`src/rtl/arb_pkg.sv`:
```
// rtl/arb_pkg.sv - shared types and the rotating-priority search for rr_arbiter8
package arb_pkg;

  localparam int NUM_REQ = 8;
  localparam int SEL_W   = 3;

  typedef enum logic {ARB_IDLE, ARB_BUSY} arb_state_t;

  typedef struct packed {
    logic             found;
    logic [SEL_W-1:0] idx;
  } pick_t;

  // Scans downward so the candidate closest to ptr is the last one written and wins.
  function automatic pick_t rr_pick(input logic [NUM_REQ-1:0] mask,
                                    input logic [SEL_W-1:0]   ptr);
    pick_t            res;
    logic [SEL_W-1:0] cand;
    res = '0;
    for (int i = NUM_REQ - 1; i >= 0; i--) begin
      cand = ptr + SEL_W'(i);
      if (mask[cand]) begin
        res.found = 1'b1;
        res.idx   = cand;
      end
    end
    return res;
  endfunction

endpackage

```
`src/rtl/decoder8.sv`:
```
// rtl/decoder8.sv - 3-to-8 one-hot decoder with enable
module decoder8 (
  input  logic [2:0] sel,
  input  logic       enable,
  output logic [7:0] y
);

  always_comb begin
    y = '0;
    if (enable) y[sel] = 1'b1;
  end

endmodule

```
`src/rtl/rr_arbiter8.sv`:
```
// rtl/rr_arbiter8.sv - eight-client round-robin arbiter with hold-time preemption
module rr_arbiter8
  import arb_pkg::*;
#(
  parameter int MAX_HOLD = 16
) (
  input  logic         clk,
  input  logic         rst,
  input  logic [7:0]   req,
  output logic         grant_valid,
  output logic [2:0]   grant_sel,
  output logic [7:0]   grant,
  output logic         preempted
);

  localparam int CNT_W     = (MAX_HOLD > 1) ? $clog2(MAX_HOLD) : 1;
  localparam int HOLD_LAST = (MAX_HOLD > 0) ? MAX_HOLD - 1 : 0;
  localparam logic [CNT_W-1:0] HOLD_LAST_C = CNT_W'(HOLD_LAST);

  arb_state_t         state, state_n;
  logic [SEL_W-1:0]   ptr, ptr_n;
  logic [CNT_W-1:0]   hold_cnt, hold_n;
  logic [SEL_W-1:0]   sel_n;
  logic               valid_n;
  logic               pre_n;

  logic [NUM_REQ-1:0] owner_mask;
  logic [NUM_REQ-1:0] others;
  pick_t              pick_req;
  pick_t              pick_oth;
  logic               take;
  logic [SEL_W-1:0]   take_idx;

  assign owner_mask = NUM_REQ'(1) << grant_sel;
  assign others     = req & ~owner_mask;
  assign pick_req   = rr_pick(req, ptr);
  assign pick_oth   = rr_pick(others, ptr);

  always_comb begin
    state_n  = state;
    ptr_n    = ptr;
    hold_n   = hold_cnt;
    sel_n    = grant_sel;
    valid_n  = grant_valid;
    pre_n    = 1'b0;
    take     = 1'b0;
    take_idx = pick_oth.idx;

    case (state)
      ARB_IDLE: begin
        valid_n = 1'b0;
        if (pick_req.found) begin
          take     = 1'b1;
          take_idx = pick_req.idx;
        end
      end
      ARB_BUSY: begin
        if (!req[grant_sel]) begin
          if (pick_oth.found) begin
            take = 1'b1;
          end else begin
            state_n = ARB_IDLE;
            valid_n = 1'b0;
          end
        end else if ((MAX_HOLD != 0) && (hold_cnt == HOLD_LAST_C) && (others != '0)) begin
          take  = 1'b1;
          pre_n = 1'b1;
        end else if (hold_cnt != HOLD_LAST_C) begin
          hold_n = hold_cnt + 1'b1;
        end
      end
      default: begin
        state_n = ARB_IDLE;
        valid_n = 1'b0;
      end
    endcase

    if (take) begin
      state_n = ARB_BUSY;
      sel_n   = take_idx;
      valid_n = 1'b1;
      ptr_n   = take_idx + 1'b1;
      hold_n  = '0;
    end
  end

  always_ff @(posedge clk or posedge rst) begin
    if (rst) begin
      state       <= ARB_IDLE;
      ptr         <= '0;
      hold_cnt    <= '0;
      grant_sel   <= '0;
      grant_valid <= 1'b0;
      preempted   <= 1'b0;
    end else begin
      state       <= state_n;
      ptr         <= ptr_n;
      hold_cnt    <= hold_n;
      grant_sel   <= sel_n;
      grant_valid <= valid_n;
      preempted   <= pre_n;
    end
  end

  // Grant decodes registered state only, keeping req off the grant path.
  decoder8 u_grant_dec (
    .sel    (grant_sel),
    .enable (grant_valid),
    .y      (grant)
  );

endmodule

```
`config.mk`:
```
export PLATFORM = sky130hd
export DESIGN_NAME = rr_arbiter8
export DESIGN_NICKNAME = d
export VERILOG_FILES = /design/src/rtl/arb_pkg.sv /design/src/rtl/decoder8.sv /design/src/rtl/rr_arbiter8.sv
export SDC_FILE = /design/constraint.sdc
export NUM_CORES = 1
export LEC_CHECK = 0
export CAP_MARGIN = 20
export CORE_MARGIN = 2
export CORE_UTILIZATION = 45
export DETAILED_ROUTE_END_ITERATION = 8
export PLACE_DENSITY_LB_ADDON = 0.3
export SLEW_MARGIN = 15
export SYNTH_ARGS = -nofsm -noshare
export SYNTH_HDL_FRONTEND = slang
export SYNTH_SLANG_ARGS = --single-unit
```
`constraint.sdc`:
```
create_clock -name clk -period 4.6 [get_ports clk]
set_input_delay 0.92 -clock clk [delete_from_list [all_inputs] [get_ports clk]]
set_output_delay 0.92 -clock clk [all_outputs]
set_load 0.03 [all_outputs]
```
Word level (Yosys, flattened, before mapping)
Cells that the tools add are included.
{"block": "word_totals", "ff_bits": 13, "latch_bits": 0, "ram_bits": 0, "mem_bits_ro": 0, "input_bits": 10, "output_inout_bits": 13, "word_cells": 116, "n_memories": 0}
{"block": "classes", "addsub": 9, "n_mul": 0, "n_div": 0, "n_lt_le_gt_ge": 10, "eq_ne": 5, "n_shift": 1, "mux": 74, "bitwise_logic": 3, "n_reduce_logical": 8}
{"cell": "two-way mux 4 bit", "n": 21}
{"cell": "binary-select mux 1 bit (select 3 bit)", "n": 17}
{"cell": "less-than comparator 3 x 4 -> 1 bit (second input constant)", "n": 9}
{"cell": "two-way mux 1 bit", "n": 30}
{"cell": "adder 3 bit (second input constant)", "n": 4}
{"cell": "bitwise AND 8 bit", "n": 1}
{"cell": "two-way mux 8 bit", "n": 1}
{"cell": "inverter 8 bit", "n": 1}
{"cell": "nonzero test 8 bit", "n": 1}
{"cell": "left shift 1 x 3 -> 8 bit (first input constant)", "n": 1}
{"cell": "adder 3 x 1 -> 3 bit (second input constant)", "n": 2}
{"cell": "adder 3 x 2 -> 3 bit (second input constant)", "n": 2}
{"cell": "two-way mux 3 bit", "n": 2}
{"cell": "nonzero test 2 bit", "n": 3}
{"cell": "adder 4 x 1 -> 4 bit (second input constant)", "n": 1}
{"cell": "== test 4 bit (second input constant)", "n": 1}
{"cell": "inequality test 4 bit (second input constant)", "n": 1}
{"cell": "one-hot mux 1 bit (2 select lines)", "n": 2}
{"cell": "AND reduction 4 bit", "n": 1}
{"cell": "demux 1 bit (select 3 bit)", "n": 1}
{"cell": "greater-or-equal comparator 3 x 1 -> 1 bit (second input constant)", "n": 1}
{"cell": "inequality test 3 x 2 -> 1 bit (second input constant)", "n": 1}
{"cell": "inequality test 3 bit (second input constant)", "n": 1}
{"cell": "logical AND 1 bit", "n": 2}
{"cell": "other kinds (3)", "n": 3}

Longest topological paths before layout
{"block": "logic_depth", "depth_word": 18, "ltp_mapped": 16, "mapped_depth_nobuf": 13}

Hierarchy
Synthesis repeated with hierarchy kept, for this count alone.
{"block": "unflattened", "hier_cells": 359, "area_unflattened_um2": 2861.5}
{"module": "rr_arbiter8", "instances": 1, "cells_per_inst": 351, "area_each_um2": 2766.4, "seq_area_each_um2": 325.3}
{"module": "decoder8", "instances": 1, "cells_per_inst": 8, "area_each_um2": 95.1, "seq_area_each_um2": 0.0}

Least setup slack after synthesis
No wires, ideal clock.
{"block": "synth_timing", "path_kind": "input to register", "start": "in req[2]", "end": "reg ptr[1]", "setup_ns": 0.132, "t_arrival_ns": 3.403, "required_ns": 4.468, "setup_slack_ns": 1.066, "path_stages": 13, "n_path_buf": 2, "path_cell_list": "clkbuf_1 inv_1 o32a_1 mux4_2 o21a_1 and4_1 buf_4 a21oi_1 mux2i_1 inv_1 ha_1 o21ai_0 o21ai_1"}
{"block": "synth_via", "elab_chain_len": 14, "elab_cells_between_ends": 61, "cone_classes": "1 x add/sub; 57 x mux; 1 x bitwise; 2 x reduce/logical"}
{"item": "start, declared", "line_no": "rr_arbiter8.sv:9", "text": "input logic [7:0] req,"}
{"item": "bitwise AND 8 bit", "line_no": "rr_arbiter8.sv:35", "text": "assign others = req & ~owner_mask;"}
{"item": "binary-select mux 1 bit (select 3 bit)", "line_no": "arb_pkg.sv:22", "text": "if (mask[cand]) begin"}
{"item": "two-way mux 1 bit (implied by the code)", "line_no": "arb_pkg.sv:22"}
{"item": "two-way mux 4 bit (8 in a row)", "line_no": "arb_pkg.sv:22"}
{"item": "two-way mux 3 bit", "line_no": "rr_arbiter8.sv:52", "text": "if (pick_req.found) begin"}
{"item": "two-way mux 3 bit *", "line_no": "rr_arbiter8.sv:49", "text": "case (state)"}
{"item": "named net take_idx[0]", "line_no": "rr_arbiter8.sv:32", "text": "logic [SEL_W-1:0] take_idx;"}
{"item": "adder 3 x 1 -> 3 bit *", "line_no": "rr_arbiter8.sv:82", "text": "ptr_n = take_idx + 1'b1;"}
{"item": "end signal, assigned", "line_no": "rr_arbiter8.sv:97", "text": "ptr <= ptr_n;"}
{"item": "end, declared", "line_no": "rr_arbiter8.sv:21", "text": "logic [SEL_W-1:0] ptr, ptr_n;"}
Mark *: on every way through the listed nets, which the timed path passes. The rest lies on a longest branch. The select of a mux whose other input is x is not followed.
A chain may end at the register's enable or synchronous reset.

Worst setup path after layout
{"block": "layout_timing", "start": "in req[4]", "end": "reg ptr[2]"}
The elaborated chain is that of the path after synthesis.

==> impl_metrics.toml <==
[logic_synthesis]
synthDistinctLibCells = 73
ys.warnings.count = 0
synthDominantAreaCellType = "mux4_2"
synthesis.instances = 356
yosysTopAreaCellShare = 0.129
synthTopCellsByArea = "mux4_2 (13%), dfrtp_1 (12%), nand2_1 (5.1%), nor2_1 (3.6%), nand2b_1 (3.4%)"
yosysSeqAreaShare = 0.116
synth-async-reset-ratio = 1.00
syn_area_sq_um = 2790
number_of_enable_type_register_cells_in_the_synthesized_netlist = 0
synth.net_count = 370
synthFlopType = "dfrtp_1"
postSynthAreaPerCell_sq_um = 7.85
ys_seq_elements = 13

[outcome]
run_status = "finished, final reports clean"

[worst_setup_path]
critPathRequiredTime_ns = 4.76
timing.critical_path.arrival_ns = 4.26
critical_path.endpoint_type = "flip-flop"
r2r_end = "ptr[2]$_DFFE_PP0N_"
crit_path_max_fanout = 11
crit_type = "in -> reg"
r2r-start = "ptr[0]$_DFFE_PP0N_"
r2r_setup_slack_ns = 0.70
logic_depth_of_the_worst_register_to_register_path = 13
startpoint_type = "input pin"

[timing]
finalClockSkew_ns = 0.00249
worst_slew_margin_rel = 0.418
layout_setup_ws_ns = 0.494
period_share = 0.893
total_count_of_hold_check_failures_in_the_final_report = 0
fin_tns_setup_ns = 0
achievable_frequency_mhz = 244
slew_violations = 0
timing_worst_slew_pin_value_ns = 0.873
period_minus_ws_final_ns = 4.11
finalSetupViolations = 0
grt_setup_unrepaired = "no"

[clocking]
clockRootBuffer = "clkbuf_8"
clk_lat_worst_skew_ns = 0.25
clockBufferDepth = 2
clk_pin_slew_worst_paths_ns = 0.06
tritoncts = "done"
postCtsHoldBufs = 0
ctsResizeCount = 0
cts_htree_levels = 1
numCtsBuffers = 3
clock-sinks = 13
cts_post_setup_buffers_inserted = 0

[detailed_routing]
route.vias.total = 3000
drc_errors = 0
drt-wirelength-per-cell_microns = 20.5
avgViaCountPerCell = 6.93
drt_iter0_markers = 351
detail_route.first_pass.iterations = 5
antenna_left = 0
postRouteWirelength_mm = 8.87

[place]
place.detailed.hpwl_mm = 6.41
gp_congestion = 0.956
port_buffers = 22
placement.setup.worst_slack_ns = 0.291

[global_route]
grt_antenna_before_repair = 0
overflow = 0
grt_start_max_net_pins = 45
wire_length_of_the_first_global_routing_pass_mm = 13.8
grtUsageTotal = 0.266
vias_in_the_first_global_route = 2642

[layout]
number_of_antenna_diodes = 0
finish.utilization = 0.512
layout-drive-gt1-share = 0.128
finish.net_count = 373
areaGrowthSynthToFinish_pct = 9.18

[flow_run]
max_cap_violations = 0

[hold_path]
hp-start = "grant_valid$_DFFE_PP0P_"
hold_path.class = "reg -> reg"
timing.hold.worst_endpoint = "grant_valid$_DFFE_PP0P_"
hold_depth = 1

[die]
io-pin-count = 23
starting_density_of_the_core = 0.469
area_enclosed_by_the_die_boundary_sq_um = 6860
die_height_microns = 82.8
core.rowCount = 28
core_sq_um = 5960
floorplan.die.width_microns = 82.8
state kept, by name, indices dropped and copies added (netlist names):
name / count
hold_cnt: 4
preempted: 1
grant_sel: 3
ptr: 3
grant_valid: 1
state: 1
per-layer routing:
layer / routed length, microns / GRT usage / up-vias
met5: 0 / 0 / -
met4: 237 / 0.0820 / 0
met3: 677 / 0.0238 / 21
met2: 4230 / 0.444 / 150
met1: 3720 / 0.363 / 1434
li1: - / - / 1395
worst max-delay path, stage by stage:
cell and delay, ns:
clkdlybuf4s50_1 0.71, nand2b_1 0.13, o22ai_1 0.41, nor2_1 0.11
mux4_2 0.54, and4_1 0.32, a21oi_1 0.27, mux2i_1 0.32
inv_1 0.07, ha_1 0.19, nand3b_1 0.15, o221ai_1 0.10
how the worst max path moves through the flow:
stage                     startpoint            endpoint  slack, ns  cells after the start
after CTS                     req[4]  ptr[1]$_DFFE_PP0N_       0.55                     12
after global routing          req[4]  ptr[1]$_DFFE_PP0N_       0.27                     12
after global placement        req[4]  ptr[1]$_DFFE_PP0N_       0.45                     12
after floorplan               req[2]  ptr[1]$_DFFE_PP0N_       1.07                     13
final                         req[4]  ptr[2]$_DFFE_PP0N_       0.49                     12
after detailed placement      req[4]  ptr[1]$_DFFE_PP0N_       0.29                     12
area by class of cell:
type / count / area, sq um
flip-flops and latches: 13 / 325
clock inverters: 1 / 5.00
clock buffers: 3 / 41.3
multi-input cells: 295 / 2230
well taps: 75 / 93.8
fillers: 552 / 2910
repair buffers: 33 / 303
inverters: 13 / 48.8
per-stage QoR:
step,std cells,area [sq um],hold slack [ns]
2_1_floorplan,356,2790,0.505
3_3_place_gp,429,3000,0.540
3_5_place_dp,429,3000,0.544
4_1_cts,433,3050,0.565
5_1_grt,433,3050,0.575
6_report,433,3050,0.554
synth_stat cells (4+ instances only):
cell,n
and2_1,4
o22ai_1,12
o221ai_1,9
nor3_1,8
a22o_1,4
a31oi_1,4
a21oi_1,17
o21ai_0,11
mux2i_1,8
dfrtp_1,13
mux2_2,4
buf_2,8
buf_6,4
ha_1,4
a21o_1,4
clkbuf_1,17
nand2b_1,15
buf_4,4
nor2_1,27
mux4_2,16
o21ai_1,5
xor2_1,5
a311oi_1,4
inv_1,11
o211ai_1,8
nand3_1,8
a211oi_1,7
nand2_1,38
kinds of logic (layout without fill, tap and decap cells):
group	count (synthesis)	in the layout	synth area share
AO/OA/AOI/OAI	129	129	0.339
AND/OR/NAND/NOR	124	124	0.232
buffers and inverters	48	50	0.0842
multiplexers	30	30	0.185
flip-flops	13	13	0.116
XOR/XNOR	8	8	0.0251
adder cells (fa/ha/maj)	4	4	0.0179
placed cells by master, fill, tap and decap left out, types with 5 or more instances in the layout:
cell type,count
nand2_1,38
nor2_1,27
clkdlybuf4s50_1,22
a21oi_1,17
mux4_2,16
nand2b_1,15
dfrtp_1,13
o22ai_1,12
inv_1,11
o21ai_0,11
buf_4,11
o221ai_1,9
nand3_1,8
mux2i_1,8
nor3_1,8
o211ai_1,8
a211oi_1,7
o21ai_1,5
xor2_1,5
Power is not shown: default switching activity piles up to over one toggle a cycle in this logic, so the estimate is an artifact.
